===== src/rtl/branch_pkg.sv =====
// ============================================================================
// Module  : branch_pkg
// Purpose : Shared encodings and condition evaluation for branch_unit_ras.
// Rev     : 1.0  initial release
// ============================================================================
`default_nettype none

package branch_pkg;

  typedef enum logic [3:0] {
    OP_NOP   = 4'd0,
    OP_B     = 4'd1,
    OP_BL    = 4'd2,
    OP_BLX   = 4'd3,
    OP_BX    = 4'd4,
    OP_BCOND = 4'd5,
    OP_CBZ   = 4'd6,
    OP_CBNZ  = 4'd7,
    OP_RET   = 4'd8
  } op_e;

  typedef enum logic [3:0] {
    COND_EQ = 4'd0,  COND_NE = 4'd1,  COND_CS = 4'd2,  COND_CC = 4'd3,
    COND_MI = 4'd4,  COND_PL = 4'd5,  COND_VS = 4'd6,  COND_VC = 4'd7,
    COND_HI = 4'd8,  COND_LS = 4'd9,  COND_GE = 4'd10, COND_LT = 4'd11,
    COND_GT = 4'd12, COND_LE = 4'd13, COND_AL = 4'd14, COND_NV = 4'd15
  } cond_e;

  typedef enum logic [0:0] {
    ST_RUN  = 1'b0,
    ST_HALT = 1'b1
  } state_e;

  // Flags are packed {N,Z,C,V}.
  function automatic logic cond_met(input logic [3:0] c, input logic [3:0] f);
    logic n, z, cy, v;
    logic r;
    n  = f[3];
    z  = f[2];
    cy = f[1];
    v  = f[0];
    r  = 1'b0;
    case (c)
      COND_EQ: r = z;
      COND_NE: r = !z;
      COND_CS: r = cy;
      COND_CC: r = !cy;
      COND_MI: r = n;
      COND_PL: r = !n;
      COND_VS: r = v;
      COND_VC: r = !v;
      COND_HI: r = cy && !z;
      COND_LS: r = !cy || z;
      COND_GE: r = (n == v);
      COND_LT: r = (n != v);
      COND_GT: r = !z && (n == v);
      COND_LE: r = z || (n != v);
      COND_AL: r = 1'b1;
      default: r = 1'b0;
    endcase
    return r;
  endfunction

endpackage

`default_nettype wire


===== src/rtl/ras_stack.sv =====
// ============================================================================
// Module  : ras_stack
// Purpose : Circular return-address stack; a push when full drops the oldest.
// Rev     : 1.0  initial release
// ============================================================================
`default_nettype none

module ras_stack #(
  parameter int DEPTH = 4,
  parameter int WIDTH = 32
) (
  input  logic             clk,
  input  logic             reset,
  input  logic             push,
  input  logic             pop,
  input  logic [WIDTH-1:0] din,
  output logic [WIDTH-1:0] dout,
  output logic             empty,
  output logic             full
);

  localparam int PW = $clog2(DEPTH);
  localparam int CW = $clog2(DEPTH + 1);

  logic [WIDTH-1:0] r_mem [DEPTH];
  logic [PW-1:0]    r_sp;
  logic [CW-1:0]    r_count;

  // r_sp addresses the next free slot, so it wraps onto the oldest entry when full.
  always_ff @(posedge clk or posedge reset) begin
    if (reset) begin
      r_sp    <= '0;
      r_count <= '0;
    end else if (push) begin
      r_sp <= r_sp + PW'(1);
      if (r_count != CW'(DEPTH))
        r_count <= r_count + CW'(1);
    end else if (pop) begin
      r_sp    <= r_sp - PW'(1);
      r_count <= r_count - CW'(1);
    end
  end

  always_ff @(posedge clk) begin
    if (push)
      r_mem[r_sp] <= din;
  end

  assign dout  = r_mem[r_sp - PW'(1)];
  assign empty = (r_count == '0);
  assign full  = (r_count == CW'(DEPTH));

endmodule

`default_nettype wire


===== src/rtl/branch_unit_ras.sv =====
// ============================================================================
// Module  : branch_unit_ras
// Purpose : Execute-stage branch resolver with RAS and breakpoint HALT.
//           Optional branch trace outputs when BRANCH_TRACE_EN is defined.
// Rev     : 1.0  initial release
// ============================================================================
`default_nettype none

module branch_unit_ras
  import branch_pkg::*;
#(
  parameter int XLEN        = 32,
  parameter int RAS_DEPTH   = 4,
  parameter int INSTR_BYTES = 4
) (
  input  logic            clk,
  input  logic            reset,
  input  logic            valid_in,
  output logic            ready_out,
  input  logic [3:0]      op,
  input  logic [3:0]      cond,
  input  logic [3:0]      flags,
  input  logic [XLEN-1:0] pc_in,
  input  logic [XLEN-1:0] reg_in,
  input  logic [XLEN-1:0] imm_in,
  input  logic            bkpt_en,
  input  logic            resume,
  output logic [XLEN-1:0] pc_out,
  output logic [XLEN-1:0] lr_out,
  output logic            taken,
  output logic            valid_out,
  output logic            halted,
  output logic            ras_overflow,
  output logic            ras_underflow
`ifdef BRANCH_TRACE_EN
  ,
  output logic [XLEN-1:0] trace_src,
  output logic [XLEN-1:0] trace_dst,
  output logic [31:0]     trace_cnt
`endif
);

  state_e r_state, w_state_next;

  logic            w_accept, w_exec;
  logic [XLEN-1:0] w_seq, w_tgt, w_reg_pc, w_pc_next, w_ras_dout;
  logic            w_taken, w_push, w_pop, w_uflow;
  logic            w_ras_empty, w_ras_full;

  assign w_accept = valid_in && ready_out;
  assign w_exec   = w_accept && !bkpt_en;

  always_ff @(posedge clk or posedge reset) begin
    if (reset) r_state <= ST_RUN;
    else       r_state <= w_state_next;
  end

  always_comb begin
    w_state_next = r_state;
    case (r_state)
      ST_RUN:  if (w_accept && bkpt_en) w_state_next = ST_HALT;
      ST_HALT: if (resume)              w_state_next = ST_RUN;
      default: w_state_next = ST_RUN;
    endcase
  end

  always_comb begin
    ready_out = (r_state == ST_RUN);
    halted    = (r_state == ST_HALT);
  end

  always_comb begin
    w_seq     = pc_in + XLEN'(INSTR_BYTES);
    w_tgt     = pc_in + imm_in;
    w_reg_pc  = {reg_in[XLEN-1:1], 1'b0};
    w_pc_next = w_seq;
    w_taken   = 1'b0;
    w_push    = 1'b0;
    w_pop     = 1'b0;
    w_uflow   = 1'b0;
    case (op)
      OP_B:     begin w_pc_next = w_tgt; w_taken = 1'b1; end
      OP_BL:    begin w_pc_next = w_tgt; w_taken = 1'b1; w_push = 1'b1; end
      OP_BLX:   begin w_pc_next = w_reg_pc; w_taken = 1'b1; w_push = 1'b1; end
      OP_BX:    begin w_pc_next = w_reg_pc; w_taken = 1'b1; end
      OP_BCOND: if (cond_met(cond, flags)) begin w_pc_next = w_tgt; w_taken = 1'b1; end
      OP_CBZ:   if (reg_in == '0) begin w_pc_next = w_tgt; w_taken = 1'b1; end
      OP_CBNZ:  if (reg_in != '0) begin w_pc_next = w_tgt; w_taken = 1'b1; end
      OP_RET: begin
        w_taken = 1'b1;
        if (!w_ras_empty) begin
          w_pop     = 1'b1;
          w_pc_next = w_ras_dout;
        end else begin
          w_pc_next = w_reg_pc;
          w_uflow   = 1'b1;
        end
      end
      default: ;
    endcase
  end

  ras_stack #(
    .DEPTH (RAS_DEPTH),
    .WIDTH (XLEN)
  ) u_ras (
    .clk   (clk),
    .reset (reset),
    .push  (w_exec && w_push),
    .pop   (w_exec && w_pop),
    .din   (w_seq),
    .dout  (w_ras_dout),
    .empty (w_ras_empty),
    .full  (w_ras_full)
  );

  always_ff @(posedge clk or posedge reset) begin
    if (reset) begin
      pc_out        <= '0;
      lr_out        <= '0;
      taken         <= 1'b0;
      valid_out     <= 1'b0;
      ras_overflow  <= 1'b0;
      ras_underflow <= 1'b0;
    end else begin
      valid_out <= w_accept;
      if (w_accept && bkpt_en) begin
        pc_out <= pc_in;
        taken  <= 1'b0;
      end else if (w_exec) begin
        pc_out <= w_pc_next;
        taken  <= w_taken;
        if (w_push) begin
          lr_out <= w_seq;
          if (w_ras_full) ras_overflow <= 1'b1;
        end
        if (w_uflow) ras_underflow <= 1'b1;
      end
    end
  end

`ifdef BRANCH_TRACE_EN
  always_ff @(posedge clk or posedge reset) begin
    if (reset) begin
      trace_src <= '0;
      trace_dst <= '0;
      trace_cnt <= '0;
    end else if (w_exec && w_taken) begin
      trace_src <= pc_in;
      trace_dst <= w_pc_next;
      trace_cnt <= trace_cnt + 32'd1;
    end
  end
`endif

endmodule

`default_nettype wire


===== config.mk =====
export PLATFORM = sky130hd
export DESIGN_NAME = branch_unit_ras
export DESIGN_NICKNAME = d
export VERILOG_FILES = /design/src/rtl/branch_pkg.sv /design/src/rtl/ras_stack.sv /design/src/rtl/branch_unit_ras.sv
export SDC_FILE = /design/constraint.sdc
export NUM_CORES = 1
export LEC_CHECK = 0
export ABC_CLOCK_PERIOD_IN_PS = 4100
export CORE_ASPECT_RATIO = 1.5
export CORE_MARGIN = 5
export CORE_UTILIZATION = 36
export DETAILED_ROUTE_END_ITERATION = 10
export PLACE_DENSITY = 0.68
export SYNTH_ARGS = -nofsm -noshare
export SYNTH_HDL_FRONTEND = slang
export SYNTH_SLANG_ARGS = --single-unit

===== constraint.sdc =====
create_clock -name clk -period 4.1 [get_ports clk]
set_input_delay 0.41 -clock clk [delete_from_list [all_inputs] [get_ports clk]]
set_output_delay 0.41 -clock clk [all_outputs]
set_load 0.005 [all_outputs]

### Yosys cells after proc, flatten, opt, wreduce, memory -nomap -nowiden

Memories as Yosys holds them, arrays and structs flattened.
Cells that the tools add are included.

* equal/unequal tests: 27
* divide/modulo/power cells: 0
* magnitude comparators: 0
* bitwise operators: 2
* mux-type cells: 30
* multiply operators: 0
* shift operators: 0
* add/sub/neg operators: 6
* reduce and logical (&&, ||, !) cells: 28

Operators by type and width (number)
* $mux W32: 6
* $pmux W32 S6: 1
* $add A32 B3 Y32 const B: 1
* $add A32 B32 Y32: 1
* $eq A4 B3 Y1 const B: 8
* $eq A4 B4 Y1 const B: 8
* $logic_not A32 Y1: 1
* $reduce_bool A32 Y1: 1
* $eq A4 B2 Y1 const B: 4
* $mux W1: 15
* $pmux W1 S15: 1
* $mux W3: 3
* $eq A4 B1 Y1 const B: 2
* $logic_and A1 B1 Y1: 7
* $reduce_and A3 Y1: 2
* $reduce_or A2 Y1: 3
* $logic_not A1 Y1: 5
* $reduce_or A5 Y1: 1
* $logic_not A4 Y1: 1
* $mux W2: 2
* $pmux W1 S4: 1
* $reduce_and A4 Y1: 1
* $reduce_bool A2 Y1: 2
* $add A3 B1 Y3 const B: 1
* 13 further kinds: 15

* output and inout port bits: 70
* memory bits (read-only): 0
* memories: 1
* input bits: 113
* latch bits: 0
* register bits after elaboration: 74
* RAM bits: 128
* word-level logic and storage cells: 103

Memory list
* u_ras.r_mem: depth 4, bits a word 32, rd ports 1, clocked after Yosys merged registers in 0, wr ports 1, RTL line ras_stack.sv:25 `logic [WIDTH-1:0] r_mem [DEPTH];`

### Longest topological paths before layout

* depth after elaboration: 8
* mapped depth: 12
* gate-level depth less buffers: 12

### Cells and area by module

Synthesis repeated with hierarchy kept, for this count alone.

* cells, all modules: 896
* area total of the unflattened synthesis: 10975.5 um2

Modules (own cells, without submodules)
* branch_unit_ras: area an instance 5945.7 um2, seq. area each 1726.7 um2, times used 1, cells an instance 690
* ras_stack: area an instance 5029.8 um2, seq. area each 3968.8 um2, times used 1, cells an instance 206

### Least setup slack after synthesis

Ideal clock, no wire load.

* kind: reg2reg
* start: reg u_ras.r_sp[0]
* end: reg pc_out[27]
* stages on the path, launching flop included: 12
* path buffers: 4
* clock period less this slack: 3.351 ns
* data arrival time: 3.222 ns
* required time: 3.972 ns
* setup slack: 0.749 ns
* setup time: 0.128 ns
* cells stage by stage: dfrtp_1 clkbuf_1 buf_1 inv_1 ha_1 buf_1 clkbuf_1 mux4_2 a221o_1 a21oi_1 a2bb2oi_1 o21ai_0

* longest elaborated chain between the ends: 6

Ends and longest elaborated chain
* from (decl): RTL line ras_stack.sv:26 `logic [PW-1:0] r_sp;`
* from (signal assigned): RTL line ras_stack.sv:35 `r_sp <= r_sp + PW'(1);`
* from (signal assigned): RTL line ras_stack.sv:39 `r_sp <= r_sp - PW'(1);`
* $sub A2 B1 Y2: RTL line ras_stack.sv:49 `assign dout = r_mem[r_sp - PW'(1)];`
* $mem_v2 Z4 W32
* $mux W32: RTL line branch_unit_ras.sv:91 `if (!w_ras_empty) begin`
* $pmux W32 S6: RTL line branch_unit_ras.sv:81 `case (op)`
* $mux W32: RTL line branch_unit_ras.sv:130 `end else if (w_exec) begin`
* $mux W32: RTL line branch_unit_ras.sv:127 `if (w_accept && bkpt_en) begin`
* to (signal assigned): RTL line branch_unit_ras.sv:128 `pc_out <= pc_in;`
* to (signal assigned): RTL line branch_unit_ras.sv:131 `pc_out <= w_pc_next;`
* to (decl): RTL line branch_unit_ras.sv:28 `output logic [XLEN-1:0] pc_out,`

No other way between the ends. The select of a mux whose other input is x is not followed.
A chain may end at the register's enable or synchronous reset.

### Worst setup path after layout

* start: in pc_in[0]
* end: reg pc_out[26]

* longest elaborated chain between the ends: 5
* elaborated cells on any way between the ends: 8
* those cells by class: add/sub (2); mux (6)

Ends and longest elaborated chain
* from (decl): RTL line branch_unit_ras.sv:23 `input logic [XLEN-1:0] pc_in,`
* $add A32 B3 Y32 or $add A32 B32 Y32 (tied branches): RTL line branch_unit_ras.sv:73, branch_unit_ras.sv:74
* $mux W32 (on tied branches): RTL line branch_unit_ras.sv:88, branch_unit_ras.sv:86, branch_unit_ras.sv:87
* $pmux W32 S6 *: RTL line branch_unit_ras.sv:81
* $mux W32 *: RTL line branch_unit_ras.sv:130
* $mux W32 *: RTL line branch_unit_ras.sv:127

Mark *: on every way between the ends. The rest lies on a longest branch, timed or not. The select of a mux whose other input is x is not followed.

==> flow_summary.ini <==
[status]
status = completed

[floorplanning]
fp.dieH_um = 224
die-area_um2 = 34300
start_util_pct = 36.4
rows = 78
core_um2 = 30300
die_w_um = 153
ios = 183

[timing]
fin_skew_ns = 0.0154
fmax_mhz = 303
timing.final.crit_share_pct = 80.5
maxSlewViolCount = 0
setup_tns_ns = 0
setup_viol = 0
rsz0062_at_grt = false
finalHoldViolCount = 0
worst_slew_pin_slew_ns = 0.934
maxSlewHeadroom_pct = 37.3
setup_slack_ns = 0.798
min_period_ns = 3.30

[logic_synthesis]
synth_edf_count = 128
synth_warnings = 0
synth_seq_cells = 202
synthMostInstantiatedCell = nand2_1
synth_cells = 997
yosys-top-cells-area = edfxtp_1 (35%), dfrtp_1 (17%), mux4_2 (6.5%)
netlist.area_leader.share_pct = 34.9
synth_common_cells = nand2_1 (149), edfxtp_1 (128), a21oi_1 (76)
synth_fp_nets = 1148
async_flop_share_pct = 36.6
synthesis.area_um2 = 11000
synth.avg_cell_area_um2 = 11.0
synth-seq-area-share_pct = 51.7
ys_types = 64
yosysTopAreaCell = edfxtp_1
synth-main-ff-cell = edfxtp_1

[drt]
route.detailed.drc = 0
drt_iter0_markers = 831
drtPass1Iterations = 9
wl_per_cell_um = 23.4
vias = 9192
drt-total-wl_mm = 37.5
ant_nets = 0
via_per_inst = 5.73

[placement]
placed_area_um2 = 13500
gp_congestion = 0.947
dp_cells = 1564
hpwl_mm = 27.7
portBuffers = 182
pre_cts_ws_ns = 0.357

[clocking]
cts_setup_buffers = 0
worstSkewPairLatency_ns = 0.51
numCtsBuffers = 21
clock_path_buffers = 3
htreeDepth = 1
ctsResizeCount = 0
hold_buffers = 0
cts_sinks = 202
cts.reportedPaths.clkPinSlew_ns = 0.06
ctsRootBufferMaster = clkbuf_16
cts_tree = done

[critical_path]
startpoint_type = primary input
critical_path_required_ns = 4.48
end_kind = flop
critPathKind = primary input to flop
crit_arrival_ns = 3.68
critical_path_peak_fanout = 7

[flow_run]
maxCapViolCount = 0

[layout]
drive_above_1_share_pct = 9.23
syn2layout_area_growth_pct = 28.2
final_cell_area_um2 = 14100
layout.cells.non_filler = 1603
fillers = 2804
layout.nets = 1338

[power_and_ir_drop]
ir_drop_uv = 253
p_leak_nw = 5.42
finalPower_mw = 6.42
cellPowerDensity_nw_per_um2 = 455

[global_route]
antenna_found_initial = 1
grt_pass1_wl_mm = 56.7
grt_remaining_overflow = 0
grt_start_max_net_pins = 44
grt_pass1_vias = 9491
globalRouteTotalUtil_pct = 21.3

[hold_path]
hold_class = primary input to asynchronous set/reset pin
## area by class of cell
cell class	count	area [um2]	area share (%)
sequential	202	5700	40.4
clock inverter	7	65.1	0.461
clock buffer	31	593	4.20
tap	400	500	3.55
antenna	1	2.50	0.0177
multi-input combinational	705	4990	35.3
timing repair buffer	220	2130	15.1
inverter	37	140	0.993
## cell families (layout without fill, tap and decap cells)
logic type	count (synthesis)	count (layout)	share of synthesized area, %
buffers and inverters	90	295	3.24
xor gates and xnor gates	57	57	4.53
adders and majority gates	38	38	4.45
and+or+nand+nor	310	310	13.2
DFF	202	202	51.7
muxes	37	37	7.00
other	0	1	0
AOI/OAI and AO/OA	263	263	15.9
## placed cells by master (no fill, tap or decap), types with 5 or more instances in the layout
cell type / instances
clkbuf_16: 21
a21o_1: 13
nand3_1: 34
nand2b_1: 8
a21oi_1: 76
dfrtp_1: 73
o21bai_1: 7
clkdlybuf4s50_1: 182
and2_1: 5
clkbuf_1: 7
buf_4: 36
edfxtp_1: 128
a31oi_1: 7
nor2_1: 42
nand4_1: 15
mux4_2: 32
o211ai_1: 5
inv_1: 35
ha_1: 36
a221oi_1: 28
xnor2_1: 37
xor2_1: 20
nand2_1: 149
a221o_1: 23
o21ai_0: 65
nor4_1: 9
mux2i_1: 5
and3_1: 14
or3_1: 5
nor3_1: 7
## power breakdown
group          switching (mW)  internal, mW
registers               0.138          2.36
clock network           0.797          1.07
logic                    1.02          1.03
## metal layers
layer	GRT usage (%)	wire [um]
met1	24.4	13600
met2	38.3	19200
met3	3.21	2530
met4	11.2	2200
met5	0	0
## final timing paths
| path | from | to | slack (ns) | cells past startpoint |
|---|---|---|---|---|
| worst min register to register | lr_out[3]$_DFFE_PP0P_ | lr_out[3]$_DFFE_PP0P_ | 0.47 | 2 |
| worst max-delay path | pc_in[0] | pc_out[26]$_DFFE_PP0P_ | 0.80 | 13 |
| worst min-delay path | reset | pc_out[4]$_DFFE_PP0P_ | 0.14 | 2 |
| min in group clk | lr_out[3]$_DFFE_PP0P_ | lr_out[3]$_DFFE_PP0P_ | 0.47 | 2 |
| worst max register to register | u_ras.r_sp[1]$_DFFE_PP0P_ | pc_out[15]$_DFFE_PP0P_ | 1.39 | 8 |
| max in group asynchronous | reset | lr_out[21]$_DFFE_PP0P_ | 3.20 | 3 |
## critical path, stage by stage
cell	delay [ns]
clkdlybuf4s50_1	0.58
ha_1	0.23
inv_1	0.06
fa_1	0.39
nand2b_1	0.20
a21oi_1	0.32
o211ai_1	0.20
a21oi_1	0.22
o21ai_0	0.27
o21ai_0	0.35
xor2_1	0.11
a221oi_1	0.25
nor2_1	0.08
## per-stage QoR
step / hold slack, ns / utilization [%]
2_1_floorplan: 0.466 / -
3_3_place_gp: 0.460 / 44.5
3_5_place_dp: 0.461 / 44.5
4_1_cts: 0.136 / 46.7
5_1_grt: 0.148 / 46.7
6_report: 0.137 / 46.7
## sequential cells by signal, indices dropped and copies added (netlist names)
register and count:
u_ras.r_mem 128, u_ras.r_sp 2, pc_out 32, halted 1
ras_overflow 1, valid_out 1, taken 1, lr_out 32
u_ras.r_count 3, ras_underflow 1
Note: power is estimated with default switching activity, not from simulation.
